--- config.mk ---
export PLATFORM = sky130hd
export DESIGN_NAME = alu_regfile_datapath
export DESIGN_NICKNAME = d
export VERILOG_FILES = /design/src/rtl/alu_regfile_datapath.sv
export SDC_FILE = /design/constraint.sdc
export NUM_CORES = 1
export LEC_CHECK = 0
export ABC_CLOCK_PERIOD_IN_PS = 10300
export BUFFER_PORTS_ARGS = -buffer_cell sky130_fd_sc_hd__buf_4
export CELL_PAD_IN_SITES_DETAIL_PLACEMENT = 1
export CELL_PAD_IN_SITES_GLOBAL_PLACEMENT = 2
export CORE_ASPECT_RATIO = 1.75
export CORE_MARGIN = 2
export CORE_UTILIZATION = 40
export CTS_CLUSTER_DIAMETER = 50
export DETAILED_ROUTE_END_ITERATION = 7
export HOLD_SLACK_MARGIN = 0.12
export PLACE_DENSITY_LB_ADDON = 0.1
export SYNTH_ARGS = -nofsm -noshare
export SYNTH_HDL_FRONTEND = slang
export SYNTH_SLANG_ARGS = --single-unit
export TNS_END_PERCENT = 30
--- constraint.sdc ---
create_clock -name CLK -period 10.3 [get_ports CLK]
set_clock_uncertainty 0.15 [all_clocks]
set_input_delay 1.545 -clock CLK [delete_from_list [all_inputs] [get_ports CLK]]
set_output_delay 1.545 -clock CLK [all_outputs]
set_load 0.01 [all_outputs]
--- src/rtl/alu_regfile_datapath.sv ---
// rtl/alu_regfile_datapath.sv - 8-bit register file, operand-B select and ALU execution datapath
module alu_regfile_datapath #(
  parameter int DATA_W = 8,
  parameter int NREG   = 8,
  parameter int AW     = $clog2(NREG)
) (
  input  logic              CLK,
  input  logic              RESET,
  input  logic              WRITEENABLE,
  input  logic [AW-1:0]     WRITEREG,
  input  logic [AW-1:0]     READREG1,
  input  logic [AW-1:0]     READREG2,
  input  logic [DATA_W-1:0] IMMEDIATE,
  input  logic              COMPLEMENT_FLAG,
  input  logic              IMMEDIATE_FLAG,
  input  logic [2:0]        ALUOP,
  output logic [DATA_W-1:0] REGOUT1,
  output logic [DATA_W-1:0] REGOUT2,
  output logic [DATA_W-1:0] ALU_RESULT,
  output logic              ZERO
);

  localparam logic [2:0] OP_FWD = 3'b000;
  localparam logic [2:0] OP_ADD = 3'b001;
  localparam logic [2:0] OP_AND = 3'b010;
  localparam logic [2:0] OP_OR  = 3'b011;

  logic [DATA_W-1:0] regs_q [NREG];
  logic [DATA_W-1:0] operand_b;
  logic [DATA_W-1:0] result_d;

  // Reset overrides any write presented on the same edge.
  always_ff @(posedge CLK or posedge RESET) begin
    if (RESET) begin
      for (int i = 0; i < NREG; i++) begin
        regs_q[i] <= '0;
      end
    end else if (WRITEENABLE) begin
      regs_q[WRITEREG] <= result_d;
    end
  end

  assign REGOUT1 = regs_q[READREG1];
  assign REGOUT2 = regs_q[READREG2];

  always_comb begin
    operand_b = REGOUT2;
    if (IMMEDIATE_FLAG) begin
      operand_b = IMMEDIATE;
    end else if (COMPLEMENT_FLAG) begin
      operand_b = ~REGOUT2 + {{(DATA_W-1){1'b0}}, 1'b1};
    end
  end

  always_comb begin
    result_d = '0;
    case (ALUOP)
      OP_FWD:  result_d = operand_b;
      OP_ADD:  result_d = REGOUT1 + operand_b;
      OP_AND:  result_d = REGOUT1 & operand_b;
      OP_OR:   result_d = REGOUT1 | operand_b;
      default: result_d = '0;
    endcase
  end

  assign ALU_RESULT = result_d;
  assign ZERO       = (result_d == '0);

endmodule

==> impl_metrics.prom, run 1 <==
# TYPE chip_impl_metric gauge
chip_impl_info{name="status",value="completed"} 1
chip_impl_metric{name="post_cts_resized",unit=""} 0
chip_impl_info{name="synth_area_leader_cell",value="sky130_fd_sc_hd__dfrtp_1"} 1
chip_impl_info{name="unrepaired_setup_endpoints_after_global_routing",value="no"} 1
chip_impl_metric{name="ctsLongestPathBuffers",unit=""} 2
chip_impl_metric{name="first_global_vias",unit=""} 3830
chip_impl_metric{name="max_reg_flops",unit=""} 64
chip_impl_info{name="cts_root_buf",value="sky130_fd_sc_hd__clkbuf_16"} 1
chip_impl_metric{name="synth_seq_cells",unit=""} 64
chip_impl_metric{name="gr-total-overflow",unit=""} 0
chip_impl_metric{name="largest_net_degree_at_the_start_of_global_routing",unit=""} 65
chip_impl_info{name="path_class",value="input port to primary output"} 1
chip_impl_metric{name="chip_width",unit="um"} 83.9
chip_impl_metric{name="syn_area",unit="mm2"} 0.00446
chip_impl_metric{name="clock_pin_transition_on_the_worst_setup_and_hold_timing_paths",unit="ns"} 0.05
chip_impl_metric{name="cts_sinks",unit=""} 64
chip_impl_metric{name="dpl.hpwl",unit="um"} 10100
chip_impl_metric{name="antennaDiodeCount",unit=""} 0
chip_impl_metric{name="placementRows",unit=""} 51
chip_impl_metric{name="grt_antenna_before_repair",unit=""} 0
chip_impl_info{name="hold_path.class",value="flip-flop to flip-flop"} 1
chip_impl_metric{name="die-area",unit="mm2"} 0.0121
chip_impl_metric{name="placement.cell_area",unit="mm2"} 0.00486
chip_impl_metric{name="path_max_fanout",unit=""} 26
chip_impl_metric{name="post_synth_edffs",unit=""} 0
chip_impl_metric{name="pwrdens",unit="mW/mm2"} 183
chip_impl_metric{name="floorplan.initialDensity",unit=""} 0.407
chip_impl_metric{name="cts-buffers-inserted",unit=""} 9
chip_impl_info{name="post-synth-top-count-cell",value="sky130_fd_sc_hd__nand2_1"} 1
chip_impl_metric{name="maxCapViolCount",unit=""} 0
chip_impl_metric{name="post_synth.cell_area_avg",unit="um2"} 9.34
chip_impl_metric{name="vias",unit=""} 3693
chip_impl_info{name="largest_register",value="regs_q"} 1
chip_impl_metric{name="synth_warnings",unit=""} 0
chip_impl_metric{name="hold_buffers",unit=""} 0
chip_impl_metric{name="setup_tns",unit="ns"} 0
chip_impl_metric{name="max_slew_violations",unit=""} 0
chip_impl_metric{name="detailedRoute.firstPassIterationCount",unit=""} 4
chip_impl_metric{name="synthDistinctLibCells",unit=""} 60
chip_impl_metric{name="netlist_instances",unit=""} 478
chip_impl_info{name="startpoint_kind_of_the_worst_setup_timing_path",value="input port"} 1
chip_impl_metric{name="synth.yosys.seq_area_share",unit=""} 0.359
chip_impl_info{name="biggestRegsByFlops",value="regs_q: 64 flops"} 1
chip_impl_metric{name="critPathArrivalTime",unit="ns"} 6.11
chip_impl_metric{name="cts_setup_buffers",unit=""} 0
chip_impl_metric{name="routed_via_density",unit=""} 5.68
chip_impl_metric{name="chipHeight",unit="um"} 144
chip_impl_metric{name="routability_cong",unit=""} 0.816
chip_impl_metric{name="worst_skew_pair.late_latency",unit="ns"} 0.33
chip_impl_metric{name="io_buffers",unit=""} 49
chip_impl_info{name="yosys_most_used_dff",value="sky130_fd_sc_hd__dfrtp_1"} 1
chip_impl_info{name="worstSetupEndpointType",value="primary output"} 1
chip_impl_metric{name="stdcell_area",unit="mm2"} 0.00513
chip_impl_metric{name="power.static_leakage",unit="nW"} 2.44
chip_impl_metric{name="worst-slew-pin-transition",unit="ns"} 0.828
chip_impl_info{name="synth.area.top_cells",value="sky130_fd_sc_hd__dfrtp_1 36%, sky130_fd_sc_hd__o21ai_0 9.1%, sky130_fd_sc_hd__mux4_2 8.1%"} 1
chip_impl_metric{name="period_share",unit=""} 0.758
chip_impl_metric{name="core_region_area",unit="mm2"} 0.0110
chip_impl_metric{name="synthArstFlopShare",unit=""} 1.00
chip_impl_metric{name="setup_viol",unit=""} 0
chip_impl_metric{name="grt_pass1_wl",unit="um"} 21000
chip_impl_metric{name="globalRouteTotalUtil",unit=""} 0.228
chip_impl_metric{name="max_freq",unit="GHz"} 0.128
chip_impl_metric{name="relSlewSlack",unit=""} 0.448
chip_impl_metric{name="finalNetCount",unit=""} 556
chip_impl_metric{name="final-hold-violation-count",unit=""} 0
chip_impl_metric{name="cts_htree_levels",unit=""} 3
chip_impl_metric{name="detailedRoute.firstIterationViolations",unit=""} 115
chip_impl_metric{name="drt_drc_violations_left",unit=""} 0
chip_impl_metric{name="detail_route.wirelength",unit="um"} 13200
chip_impl_metric{name="drive_gt1_frac",unit=""} 0.205
chip_impl_metric{name="detail-route-antenna-nets",unit=""} 0
chip_impl_metric{name="fin_crit",unit="ns"} 7.81
chip_impl_metric{name="vdd_ir_drop_max",unit="mV"} 0.143
chip_impl_metric{name="boundaryPins",unit=""} 50
chip_impl_metric{name="per_cell_routed_wire_length",unit="um"} 20.4
chip_impl_info{name="tritoncts",value="yes"} 1
chip_impl_metric{name="synthesis.nets",unit=""} 521
chip_impl_info{name="synthTopCellsByCount",value="89 x sky130_fd_sc_hd__nand2_1, 81 x sky130_fd_sc_hd__o21ai_0, 64 x sky130_fd_sc_hd__dfrtp_1"} 1
chip_impl_metric{name="synth_top_area_frac",unit=""} 0.359
chip_impl_metric{name="areaGrowthSynthToFinish",unit="%"} 14.9
chip_impl_metric{name="cp.required",unit="ns"} 8.61
-- final timing paths --
check	from	end	slack, ns	cells after the start
setup / recovery	READREG2[2]	ZERO	2.49	17
hold / removal	regs_q[36]$_DFFE_PP0P_	regs_q[36]$_DFFE_PP0P_	0.35	2
setup reg to reg	regs_q[17]$_DFFE_PP0P_	regs_q[55]$_DFFE_PP0P_	5.65	15
hold reg to reg	regs_q[36]$_DFFE_PP0P_	regs_q[36]$_DFFE_PP0P_	0.35	2
max in group asynchronous	RESET	regs_q[21]$_DFFE_PP0P_	8.14	3
min in group asynchronous	RESET	regs_q[33]$_DFFE_PP0P_	1.31	3
-- power by group --
group,internal (mW),switching (mW)
combinational,0.150,0.176
sequential,0.301,0.0387
clock,0.167,0.105
-- area by class of cell --
cell class,count,area (um2)
Fill cell,1273,5850
Multi-Input combinational cell,349,2570
Sequential cell,64,1600
Timing Repair Buffer,50,375
Clock buffer,12,246
Tap cell,132,165
Inverter,39,146
Clock inverter,4,20.0
-- per-stage QoR --
step	hold slack, ns	total power, mW	cells	worst slack (ns)	utilization
4_1_cts	0.353	0.949	650	2.46	0.467
2_1_floorplan	0.308	0.560	478	3.56	-
6_report	0.350	0.939	650	2.49	0.467
3_5_place_dp	0.342	0.673	634	2.47	0.443
3_3_place_gp	0.326	0.661	634	2.68	0.443
5_1_grt	0.381	1.00	650	2.15	0.467
-- placed cells by master (no fill, tap or decap), types with 3 or more instances in the layout --
cell                        instances
sky130_fd_sc_hd__a21oi_1           11
sky130_fd_sc_hd__nand3_1            4
sky130_fd_sc_hd__buf_4             50
sky130_fd_sc_hd__nor3_1             4
sky130_fd_sc_hd__or3_1              3
sky130_fd_sc_hd__o21ai_0           81
sky130_fd_sc_hd__o211ai_1           3
sky130_fd_sc_hd__nor2b_1            6
sky130_fd_sc_hd__ha_1              17
sky130_fd_sc_hd__mux2_2            14
sky130_fd_sc_hd__nand2_1           89
sky130_fd_sc_hd__nor2_1            18
sky130_fd_sc_hd__clkbuf_16          9
sky130_fd_sc_hd__o21ai_1            5
sky130_fd_sc_hd__dfrtp_1           64
sky130_fd_sc_hd__mux4_2            16
sky130_fd_sc_hd__a211oi_1           5
sky130_fd_sc_hd__mux4_1             8
sky130_fd_sc_hd__xnor2_1            4
sky130_fd_sc_hd__mux2i_1            7
sky130_fd_sc_hd__clkinv_2           4
sky130_fd_sc_hd__mux2_1             4
sky130_fd_sc_hd__inv_1             37
sky130_fd_sc_hd__or4_1              3
sky130_fd_sc_hd__o22ai_1            8
-- critical path, cell delays in order --
cell and delay (ns):
sky130_fd_sc_hd__buf_4 0.31, sky130_fd_sc_hd__mux4_1 0.62, sky130_fd_sc_hd__mux2i_1 0.41, sky130_fd_sc_hd__ha_1 0.33, sky130_fd_sc_hd__nor2_1 0.09, sky130_fd_sc_hd__a211oi_1 0.06
sky130_fd_sc_hd__a21oi_1 0.33, sky130_fd_sc_hd__ha_1 0.31, sky130_fd_sc_hd__a21o_1 0.20, sky130_fd_sc_hd__a211oi_1 0.35, sky130_fd_sc_hd__nor2_1 0.15, sky130_fd_sc_hd__o41ai_1 0.39
sky130_fd_sc_hd__xnor2_1 0.11, sky130_fd_sc_hd__a31oi_1 0.18, sky130_fd_sc_hd__o21a_1 0.36, sky130_fd_sc_hd__and4b_1 0.25, sky130_fd_sc_hd__buf_4 0.12
-- cell families (layout without fill, tap and decap cells) --
| group | Yosys count | in the layout | share of synthesized area |
|---|---|---|---|
| flip-flops | 64 | 64 | 0.359 |
| AND/OR/NAND/NOR | 142 | 142 | 0.142 |
| XOR/XNOR | 4 | 4 | 0.00785 |
| buffers and inverters | 65 | 105 | 0.0642 |
| adder cells (fa/ha/maj) | 18 | 18 | 0.0521 |
| multiplexers | 50 | 50 | 0.192 |
| AO/OA/AOI/OAI | 135 | 135 | 0.183 |
-- metal layers --
metal / part of all wire / GRT usage / up-vias
met5: 0 / 0 / -
met4: 0.022 / 0.0781 / 0
li1: - / - / 1778
met2: 0.55 / 0.437 / 70
met1: 0.40 / 0.259 / 1830
met3: 0.028 / 0.0264 / 15
Note: power is estimated with default switching activity, not from simulation.
==> run 2: changes to the inputs <==
Settings changed: ABC_CLOCK_PERIOD_IN_PS 10300 to 6500, CORE_UTILIZATION 40 to 34.
Clock period 10.3 ns to 6.5 ns, I/O delays scaled along.
==> impl_metrics.prom, run 2 (synthesis gave the netlist of run 1 again) <==
# TYPE chip_impl_metric gauge
chip_impl_metric{name="boundaryPins",unit=""} 50
chip_impl_metric{name="drive_gt1_frac",unit=""} 0.221
chip_impl_metric{name="largest_net_degree_at_the_start_of_global_routing",unit=""} 65
chip_impl_metric{name="die-area",unit="mm2"} 0.0141
chip_impl_metric{name="fin_crit",unit="ns"} 6.19
chip_impl_info{name="tritoncts",value="yes"} 1
chip_impl_metric{name="routed_via_density",unit=""} 5.39
chip_impl_info{name="hold_path.class",value="flip-flop to flip-flop"} 1
chip_impl_info{name="startpoint_kind_of_the_worst_setup_timing_path",value="input port"} 1
chip_impl_metric{name="chipHeight",unit="um"} 156
chip_impl_metric{name="relSlewSlack",unit=""} 0.429
chip_impl_metric{name="vias",unit=""} 3757
chip_impl_metric{name="routability_cong",unit=""} 0.794
chip_impl_info{name="layout_commonest_cell",value="sky130_fd_sc_hd__nand2_1"} 1
chip_impl_metric{name="period_share",unit=""} 0.953
chip_impl_metric{name="detailedRoute.firstPassIterationCount",unit=""} 4
chip_impl_metric{name="detailedRoute.firstIterationViolations",unit=""} 114
chip_impl_info{name="startpoint",value="READREG2[2]"} 1
chip_impl_metric{name="first_global_vias",unit=""} 3999
chip_impl_metric{name="switching_power",unit="mW"} 0.512
chip_impl_metric{name="cellInternalPower",unit="mW"} 1.08
chip_impl_metric{name="power.clock.fraction",unit=""} 0.326
chip_impl_metric{name="pwrdens",unit="mW/mm2"} 300
chip_impl_metric{name="share_comb_of_total_power",unit=""} 0.335
chip_impl_metric{name="detail-route-antenna-nets",unit=""} 0
chip_impl_metric{name="gr-total-overflow",unit=""} 0
chip_impl_metric{name="path_max_fanout",unit=""} 26
chip_impl_info{name="worst_setup_path_endpoint",value="ZERO"} 1
chip_impl_metric{name="placement.cell_area",unit="mm2"} 0.00496
chip_impl_metric{name="share_seq_of_total_power",unit=""} 0.339
chip_impl_metric{name="worst_r2r_path_depth",unit=""} 16
chip_impl_info{name="worstSetupEndpointType",value="primary output"} 1
chip_impl_metric{name="worst-r2r-setup-slack",unit="ns"} 2.16
chip_impl_metric{name="areaGrowthSynthToFinish",unit="%"} 19.0
chip_impl_metric{name="grt_antenna_before_repair",unit=""} 0
chip_impl_info{name="path_class",value="input port to primary output"} 1
chip_impl_info{name="largest_register",value="regs_q"} 1
chip_impl_metric{name="io_buffers",unit=""} 49
chip_impl_metric{name="drt_drc_violations_left",unit=""} 0
chip_impl_info{name="status",value="completed"} 1
chip_impl_metric{name="per_cell_routed_wire_length",unit="um"} 20.1
chip_impl_metric{name="detail_route.wirelength",unit="um"} 14000
chip_impl_metric{name="power.static_leakage",unit="nW"} 2.51
chip_impl_metric{name="worst-slew-pin-transition",unit="ns"} 0.856
chip_impl_metric{name="worst_skew_pair.late_latency",unit="ns"} 0.33
chip_impl_metric{name="placementRows",unit=""} 55
chip_impl_metric{name="setup_tns",unit="ns"} 0
chip_impl_metric{name="max_slew_violations",unit=""} 0
chip_impl_metric{name="cts-buffers-inserted",unit=""} 9
chip_impl_metric{name="core_region_area",unit="mm2"} 0.0129
chip_impl_metric{name="max_freq",unit="GHz"} 0.162
chip_impl_info{name="unrepaired_setup_endpoints_after_global_routing",value="no"} 1
chip_impl_metric{name="holdWs",unit="ns"} 0.346
chip_impl_metric{name="setup_viol",unit=""} 0
chip_impl_metric{name="globalRouteTotalUtil",unit=""} 0.207
chip_impl_info{name="most-common-layout-cells",value="89 x sky130_fd_sc_hd__nand2_1, 81 x sky130_fd_sc_hd__o21ai_0, 64 x sky130_fd_sc_hd__dfrtp_1, 59 x sky130_fd_sc_hd__buf_4, 37 x sky130_fd_sc_hd__inv_1"} 1
chip_impl_metric{name="chip_width",unit="um"} 90.6
chip_impl_info{name="biggestRegsByFlops",value="regs_q: 64 flops"} 1
chip_impl_info{name="r2r-end",value="regs_q[39]$_DFFE_PP0P_"} 1
chip_impl_metric{name="dpl.hpwl",unit="um"} 10600
chip_impl_metric{name="stdcell_area",unit="mm2"} 0.00531
chip_impl_metric{name="grt_pass1_wl",unit="um"} 22200
chip_impl_metric{name="cp.required",unit="ns"} 5.37
chip_impl_metric{name="clock_pin_transition_on_the_worst_setup_and_hold_timing_paths",unit="ns"} 0.05
chip_impl_metric{name="ctsLongestPathBuffers",unit=""} 2
chip_impl_metric{name="critPathArrivalTime",unit="ns"} 5.07
chip_impl_metric{name="max_reg_flops",unit=""} 64
chip_impl_metric{name="final-hold-violation-count",unit=""} 0
chip_impl_metric{name="sw_share",unit=""} 0.321
chip_impl_metric{name="vdd_ir_drop_max",unit="mV"} 0.168
chip_impl_metric{name="maxCapViolCount",unit=""} 0
chip_impl_metric{name="cts_sinks",unit=""} 64
chip_impl_info{name="critical_path.reg2reg.startpoint",value="regs_q[40]$_DFFE_PP0P_"} 1
chip_impl_metric{name="floorplan.initialDensity",unit=""} 0.347
chip_impl_metric{name="antennaDiodeCount",unit=""} 0
chip_impl_metric{name="finalNetCount",unit=""} 565
chip_impl_info{name="cts_root_buf",value="sky130_fd_sc_hd__clkbuf_16"} 1
chip_impl_metric{name="cts_htree_levels",unit=""} 3
==> run 2: cell count changes in the layout (fill, tap and decap cells not counted), sizes merged <==
cell / delta
buf: +9
bufinv: +2
clkinv: -3
==> run 2: repair_timing <==
| action | in CTS | in global routing |
|---|---|---|
| setup buffers | 0 | 3 |
| resized for setup | 0 | 1 |
| hold endpoints to repair | 0 | 0 |
| endpoints found under the setup margin | 0 | 2 |
| hold buffers | 0 | 0 |
==> run 2: how the worst min path moves through the flow <==
stage | from | endpoint | cells past startpoint | slack, ns
2_1_floorplan | regs_q[47]$_DFFE_PP0P_ | regs_q[47]$_DFFE_PP0P_ | 2 | 0.31
3_3_place_gp | regs_q[36]$_DFFE_PP0P_ | regs_q[36]$_DFFE_PP0P_ | 2 | 0.33
3_5_place_dp | regs_q[20]$_DFFE_PP0P_ | regs_q[20]$_DFFE_PP0P_ | 2 | 0.34
4_1_cts | regs_q[20]$_DFFE_PP0P_ | regs_q[20]$_DFFE_PP0P_ | 2 | 0.35
5_1_grt | regs_q[62]$_DFFE_PP0P_ | regs_q[62]$_DFFE_PP0P_ | 2 | 0.38
6_report | regs_q[20]$_DFFE_PP0P_ | regs_q[20]$_DFFE_PP0P_ | 2 | 0.35
==> run 2: power groups by stage <==
stage	clock (mW)	sequential [mW]	combinational (mW)
after CTS	0.531	0.541	0.538
after global routing	0.546	0.551	0.598
after global placement	0	0.543	0.523
final	0.519	0.540	0.534
after floorplan	0	0.520	0.368
after detailed placement	0	0.548	0.536
==> run 2: routing by layer <==
metal,part of all wire,track usage,vias to the layer above,routed length (um)
li1,-,-,1797,-
met3,0.023,0.0251,13,325
met5,0,0,-,0
met1,0.40,0.231,1890,5550
met4,0.013,0.0681,0,180
met2,0.57,0.402,57,7970
==> run 2: cell type report <==
class	instances	area (um2)
well taps	171	214
fillers	1534	7560
inverters	39	146
multi-input cells	349	2580
flip-flops and latches	64	1600
clock inverters	3	65.1
clock buffers	12	256
repair buffers	59	443
==> run 2: stage by stage <==
| stage | power [mW] | worst slack (ns) | instances | util |
|---|---|---|---|---|
| 6_report | 1.59 | 0.308 | 697 | 0.413 |
| 5_1_grt | 1.70 | 0.0475 | 697 | 0.413 |
| 4_1_cts | 1.61 | 0.133 | 694 | 0.410 |
| 3_5_place_dp | 1.08 | 0.128 | 679 | 0.385 |
| 3_3_place_gp | 1.07 | 0.194 | 679 | 0.385 |
| 2_1_floorplan | 0.887 | 0.903 | 478 | - |
==> run 2: worst max-delay path, cell delays in order <==
cell and delay, ns:
sky130_fd_sc_hd__buf_4 0.30, sky130_fd_sc_hd__mux4_1 0.59, sky130_fd_sc_hd__mux2i_1 0.28, sky130_fd_sc_hd__ha_1 0.29, sky130_fd_sc_hd__nor2_1 0.09, sky130_fd_sc_hd__a211oi_1 0.06, sky130_fd_sc_hd__a21oi_1 0.33, sky130_fd_sc_hd__ha_1 0.30
sky130_fd_sc_hd__a21o_1 0.20, sky130_fd_sc_hd__a211oi_1 0.32, sky130_fd_sc_hd__nor2_1 0.17, sky130_fd_sc_hd__o41ai_2 0.30, sky130_fd_sc_hd__xnor2_1 0.11, sky130_fd_sc_hd__a31oi_1 0.18, sky130_fd_sc_hd__o21a_1 0.25, sky130_fd_sc_hd__and4b_1 0.21
sky130_fd_sc_hd__buf_4 0.12
